`config.mk`:
```
export PLATFORM = sky130hd
export DESIGN_NAME = multiport_regfile
export DESIGN_NICKNAME = d
export VERILOG_FILES = /design/src/rtl/multiport_regfile.sv
export SDC_FILE = /design/constraint.sdc
export NUM_CORES = 2
export LEC_CHECK = 0
export BUFFER_PORTS_ARGS = -buffer_cell sky130_fd_sc_hd__clkbuf_2
export CORE_AREA = 2 2 466 468
export DETAILED_ROUTE_END_ITERATION = 8
export DIE_AREA = 0 0 468 470
export HOLD_SLACK_MARGIN = 0.08
export PLACE_DENSITY_LB_ADDON = 0.15
export SYNTH_ARGS = -nofsm -noshare
export SYNTH_HDL_FRONTEND = slang
export SYNTH_SLANG_ARGS = --single-unit
```
`constraint.sdc`:
```
create_clock -name clk -period 3.7 [get_ports clk]
set_clock_uncertainty 0.2 [all_clocks]
set_input_delay 0.555 -clock clk [delete_from_list [all_inputs] [get_ports clk]]
set_output_delay 0.555 -clock clk [all_outputs]
set_load 0.03 [all_outputs]
```
`src/rtl/multiport_regfile.sv`:
```
`default_nettype none
// ============================================================================
// Module   : multiport_regfile
// Brief    : Two-read / one-write register file with scoreboard-based RAW
//            hazard detection, write-to-read bypass and hardwired-zero r0.
// Revision : 1.0 - initial release
// ============================================================================
module multiport_regfile #(
  parameter int DATA_WIDTH = 64,
  parameter int ADDR_WIDTH = 5
) (
  input  logic                  clk,
  input  logic                  rst_n,
  input  logic                  rd_req,
  input  logic [ADDR_WIDTH-1:0] rd_addr_a,
  input  logic [ADDR_WIDTH-1:0] rd_addr_b,
  input  logic [ADDR_WIDTH-1:0] rd_dst,
  input  logic                  rd_dst_set,
  output logic                  rd_ready,
  output logic                  rd_valid,
  output logic [DATA_WIDTH-1:0] rd_data_a,
  output logic [DATA_WIDTH-1:0] rd_data_b,
  input  logic                  wr_en,
  input  logic [ADDR_WIDTH-1:0] wr_addr,
  input  logic [DATA_WIDTH-1:0] wr_data,
  output logic                  pending_any
);

  localparam int c_DEPTH = 2 ** ADDR_WIDTH;

  logic [DATA_WIDTH-1:0] r_regs [c_DEPTH];
  logic [c_DEPTH-1:0]    r_pending;

  logic                  w_wrHitA;
  logic                  w_wrHitB;
  logic                  w_stallA;
  logic                  w_stallB;
  logic                  w_accept;
  logic                  w_setPend;
  logic [DATA_WIDTH-1:0] w_opA;
  logic [DATA_WIDTH-1:0] w_opB;

  assign w_wrHitA = wr_en && (wr_addr == rd_addr_a);
  assign w_wrHitB = wr_en && (wr_addr == rd_addr_b);

  // A pending source is only safe if its producer is writing back right now.
  assign w_stallA = r_pending[rd_addr_a] && !w_wrHitA;
  assign w_stallB = r_pending[rd_addr_b] && !w_wrHitB;
  assign rd_ready = !(w_stallA || w_stallB);

  assign w_accept  = rd_req && rd_ready;
  assign w_setPend = w_accept && rd_dst_set && (rd_dst != '0);

  assign w_opA = (rd_addr_a == '0) ? '0 : (w_wrHitA ? wr_data : r_regs[rd_addr_a]);
  assign w_opB = (rd_addr_b == '0) ? '0 : (w_wrHitB ? wr_data : r_regs[rd_addr_b]);

  always_ff @(posedge clk or negedge rst_n) begin
    if (!rst_n) begin
      for (int i = 0; i < c_DEPTH; i++) begin
        r_regs[i] <= '0;
      end
    end else if (wr_en && (wr_addr != '0)) begin
      r_regs[wr_addr] <= wr_data;
    end
  end

  // Set is issued after clear so a new producer overrides a retiring one.
  always_ff @(posedge clk or negedge rst_n) begin
    if (!rst_n) begin
      r_pending <= '0;
    end else begin
      if (wr_en) begin
        r_pending[wr_addr] <= 1'b0;
      end
      if (w_setPend) begin
        r_pending[rd_dst] <= 1'b1;
      end
    end
  end

  always_ff @(posedge clk or negedge rst_n) begin
    if (!rst_n) begin
      rd_valid    <= 1'b0;
      rd_data_a   <= '0;
      rd_data_b   <= '0;
      pending_any <= 1'b0;
    end else begin
      rd_valid    <= w_accept;
      pending_any <= |r_pending;
      if (w_accept) begin
        rd_data_a <= w_opA;
        rd_data_b <= w_opB;
      end
    end
  end

endmodule
`default_nettype wire

```
==> flow_results.xml <==
<?xml version="1.0" encoding="UTF-8"?>
<metrics>
  <group name="run_status">
    <metric name="status" unit="">completed</metric>
  </group>
  <group name="clock_network">
    <metric name="clk_root_buffer_cell" unit="">sky130_fd_sc_hd__clkbuf_16</metric>
    <metric name="clock_sinks" unit="">2210</metric>
    <metric name="ctsHtreeMaxLevel" unit="">4</metric>
    <metric name="clk_pin_slew_worst_paths" unit="ns">0.06</metric>
    <metric name="clock_path_buffers" unit="">3</metric>
    <metric name="clk-insertion-delay-late" unit="ns">0.93</metric>
    <metric name="tritoncts" unit="">done</metric>
    <metric name="total_clock_buffers_created_by_cts" unit="">234</metric>
  </group>
  <group name="synth">
    <metric name="ffs_w_async_s_r_synth" unit="%">100</metric>
    <metric name="synth_nets" unit="">8162</metric>
    <metric name="synthCells" unit="">8073</metric>
    <metric name="avgSynthCellArea" unit="sq um">14.3</metric>
    <metric name="yosys_register_bits" unit="">2210</metric>
    <metric name="synth.distinct_cells" unit="">76</metric>
    <metric name="synth_top_cell_area_share" unit="%">47.9</metric>
    <metric name="seq_area_frac_synth" unit="%">47.9</metric>
    <metric name="synth_warnings" unit="">0</metric>
    <metric name="syn-cell-area" unit="sq um">115000</metric>
    <metric name="synth_top_cells_by_area" unit="">sky130_fd_sc_hd__dfrtp_1 48%, sky130_fd_sc_hd__mux2_2 20%, sky130_fd_sc_hd__mux4_2 13%</metric>
    <metric name="synth_largest_area_cell" unit="">sky130_fd_sc_hd__dfrtp_1</metric>
    <metric name="synth_edf_count" unit="">0</metric>
    <metric name="most_instantiated_flip_flop_cell_in_the_synthesis_netlist" unit="">sky130_fd_sc_hd__dfrtp_1</metric>
  </group>
  <group name="finish">
    <metric name="final_nets" unit="">8166</metric>
    <metric name="layout_common_cells" unit="">2,209 x sky130_fd_sc_hd__dfrtp_1, 2,050 x sky130_fd_sc_hd__mux2_2, 755 x sky130_fd_sc_hd__mux2i_1</metric>
    <metric name="final_layout_size_suffix_gt1_share" unit="%">46.9</metric>
    <metric name="final.fill_count" unit="">16700</metric>
    <metric name="multiInputGateArea" unit="sq um">56200</metric>
    <metric name="fin_util" unit="%">60.3</metric>
    <metric name="layout.area.seq" unit="sq um">55300</metric>
    <metric name="area_growth" unit="%">12.7</metric>
    <metric name="mostFrequentLayoutCell" unit="">sky130_fd_sc_hd__dfrtp_1</metric>
  </group>
  <group name="drt">
    <metric name="total_number_of_vias" unit="">80400</metric>
    <metric name="antenna_left" unit="">0</metric>
    <metric name="wirelength" unit="microns">425000</metric>
    <metric name="drt-pass1-iter-count" unit="">6</metric>
    <metric name="drc_errors" unit="">0</metric>
    <metric name="route.detailed.vias_per_inst" unit="">7.21</metric>
    <metric name="initialDrtViolationCount" unit="">10200</metric>
    <metric name="routedWlPerCell" unit="microns">38.1</metric>
  </group>
  <group name="die">
    <metric name="floorplan.die.height" unit="microns">470</metric>
    <metric name="overall_die_width" unit="microns">468</metric>
    <metric name="ioPinCount" unit="">220</metric>
    <metric name="core-area" unit="sq um">216000</metric>
    <metric name="std_cell_rows" unit="">171</metric>
    <metric name="full_die_area" unit="sq um">220000</metric>
    <metric name="start_util" unit="%">53.5</metric>
  </group>
  <group name="grt">
    <metric name="antenna_found_initial" unit="">27</metric>
    <metric name="track_usage" unit="%">38.4</metric>
    <metric name="grt_pass1_vias" unit="">80600</metric>
    <metric name="global_route_wire_length_before_repair" unit="microns">603000</metric>
    <metric name="maximum_number_of_pins_on_one_net_before_global_route_repair" unit="">134</metric>
    <metric name="grt-ovfl-total" unit="">0</metric>
  </group>
  <group name="sta">
    <metric name="whs" unit="ns">0.138</metric>
    <metric name="worst_slew_margin_rel" unit="%">18.1</metric>
    <metric name="report.final.setup_viol" unit="">0</metric>
    <metric name="hold_viol_final" unit="">0</metric>
    <metric name="fin_setup_tns" unit="ns">0</metric>
    <metric name="max_freq" unit="MHz">273</metric>
    <metric name="post-route-min-period" unit="ns">3.66</metric>
    <metric name="slew_at_the_pin_closest_to_its_max_slew_limit" unit="ns">1.23</metric>
    <metric name="grt_setup_unrepaired" unit="">false</metric>
    <metric name="timing.final.crit_share" unit="%">98.9</metric>
    <metric name="drv_slew" unit="">0</metric>
  </group>
  <group name="critical_path">
    <metric name="endpoint_kind" unit="">output port</metric>
    <metric name="worst_setup_path_start_kind" unit="">flop</metric>
    <metric name="setup.reg_to_reg.worst_slack" unit="ns">0.41</metric>
    <metric name="cp_max_fo" unit="">4</metric>
    <metric name="crit_type" unit="">flop to output port</metric>
    <metric name="critPathRequiredTime" unit="ns">2.94</metric>
    <metric name="cp.arrival" unit="ns">2.91</metric>
  </group>
  <group name="job">
    <metric name="drv_cap" unit="">0</metric>
  </group>
  <group name="pwr">
    <metric name="share_clk_of_total_power" unit="%">33.6</metric>
    <metric name="power_switching_share" unit="%">29.2</metric>
    <metric name="internal-power" unit="mW">50.9</metric>
    <metric name="peakVddDrop" unit="mV">0.516</metric>
    <metric name="pwr_density_cell" unit="nW/um^2">552</metric>
    <metric name="share_of_total_power_in_combinational_logic" unit="%">20.9</metric>
    <metric name="seqPwrFrac" unit="%">45.5</metric>
    <metric name="total_leakage_power" unit="nW">57.9</metric>
    <metric name="power.switching" unit="mW">21.0</metric>
  </group>
  <group name="placement">
    <metric name="routabilityCongestion" unit="">0.937</metric>
    <metric name="portBuffers" unit="">219</metric>
    <metric name="dp_hpwl" unit="microns">256000</metric>
  </group>
  <group name="hold_path">
    <metric name="worstHoldPathType" unit="">input pin to flop</metric>
  </group>
</metrics>
path summary, 6_finish.rpt:
check	startpoint	endpoint	depth (start not counted)
max	r_pending[30]	rd_ready	6
min	rd_dst_set	r_pending[24]	4
max reg2reg	r_pending[30]	r_pending[2]	9
min reg2reg	r_regs[2010]	r_regs[2010]	0
max in group asynchronous	rst_n	r_regs[1528]	4
min in group asynchronous	rst_n	r_regs[1048]	3
power groups by stage:
stage / sequential (mW) / combinational (mW) / clock (mW)
6_report: 32.7 / 15.0 / 24.1
5_1_grt: 33.2 / 15.9 / 25.3
4_1_cts: 32.5 / 14.9 / 24.3
3_5_place_dp: 32.9 / 14.8 / 0
3_3_place_gp: 32.5 / 14.5 / 0
2_1_floorplan: 32.4 / 10.1 / 0
cells in the mapped netlist (all sizes together) (12+ instances only):
| cell type | instances |
|---|---|
| and3 | 34 |
| a2bb2oi | 30 |
| a21o | 37 |
| nor4 | 53 |
| a32o | 29 |
| clkbuf | 588 |
| o21ai | 14 |
| dfrtp | 2210 |
| buf | 339 |
| o22a | 16 |
| or4 | 42 |
| mux4 | 673 |
| a22o | 42 |
| o211ai | 31 |
| or3 | 21 |
| nand4 | 86 |
| nor3 | 12 |
| inv | 31 |
| a22oi | 352 |
| nand3 | 20 |
| mux2i | 755 |
| nand2 | 96 |
| o221ai | 30 |
| o22ai | 247 |
| mux2 | 2056 |
| a21oi | 53 |
| nor2 | 40 |
layer usage:
metal | track usage [%] | vias up | part of all wire, %
li1 | - | 31200 | -
met1 | 52.2 | 43000 | 39
met2 | 57.0 | 4859 | 45
met3 | 9.26 | 1318 | 10
met4 | 20.9 | 6 | 6.4
met5 | 0 | - | 0.0082
timing repair:
action                                 in CTS  in global routing
setup endpoints to repair                   1                  1
endpoints found under the hold margin     971                  0
pin swaps                                   2                  3
hold buffers                               15                  0
buffers inserted                            2                  0
resized for setup                           1                  6
per-stage QoR:
step / instance area [sq um] / power, mW / std cells / worst slack [ns]
after floorplan: 115000 / 42.5 / 8073 / 0.530
after global placement: 122000 / 47.1 / 10700 / -0.0101
after detailed placement: 122000 / 47.7 / 10700 / 0.0217
after CTS: 130000 / 71.7 / 11100 / 0.00146
after global routing: 130000 / 74.3 / 11100 / 0.0103
final: 130000 / 71.9 / 11100 / 0.0393
worst max-delay path, cell delays in order (launching register included):
cell                       delay (ns)
sky130_fd_sc_hd__dfrtp_1         0.43
sky130_fd_sc_hd__mux4_2          0.49
sky130_fd_sc_hd__mux2i_1         0.14
sky130_fd_sc_hd__o21ai_0         0.08
sky130_fd_sc_hd__o211ai_1        0.34
sky130_fd_sc_hd__and2_4          0.33
sky130_fd_sc_hd__buf_6           0.16
state kept, by name, indices dropped and copies added (netlist names):
register     flops
rd_data_b       64
r_pending       32
rd_data_a       64
pending_any      1
rd_valid         1
r_regs        2048
cell type report:
class	count	share of cell area, %
Sequential cell	2210	42.5
Antenna cell	20	0.0385
Tap cell	2854	2.75
Clock inverter	72	0.660
Clock buffer	357	5.35
Inverter	32	0.0962
Multi-Input combinational cell	4904	43.2
Timing Repair Buffer	695	5.41
logic make-up after synthesis:
group / Yosys count / synth area share [%]
muxes: 3484 / 39.8
xor gates and xnor gates: 10 / 0.0759
buffers and inverters: 959 / 3.85
AOI/OAI and AO/OA: 932 / 5.89
and+or+nand+nor: 478 / 2.48
DFF: 2210 / 47.9
No activity file was read; power rests on OpenSTA's default activity.
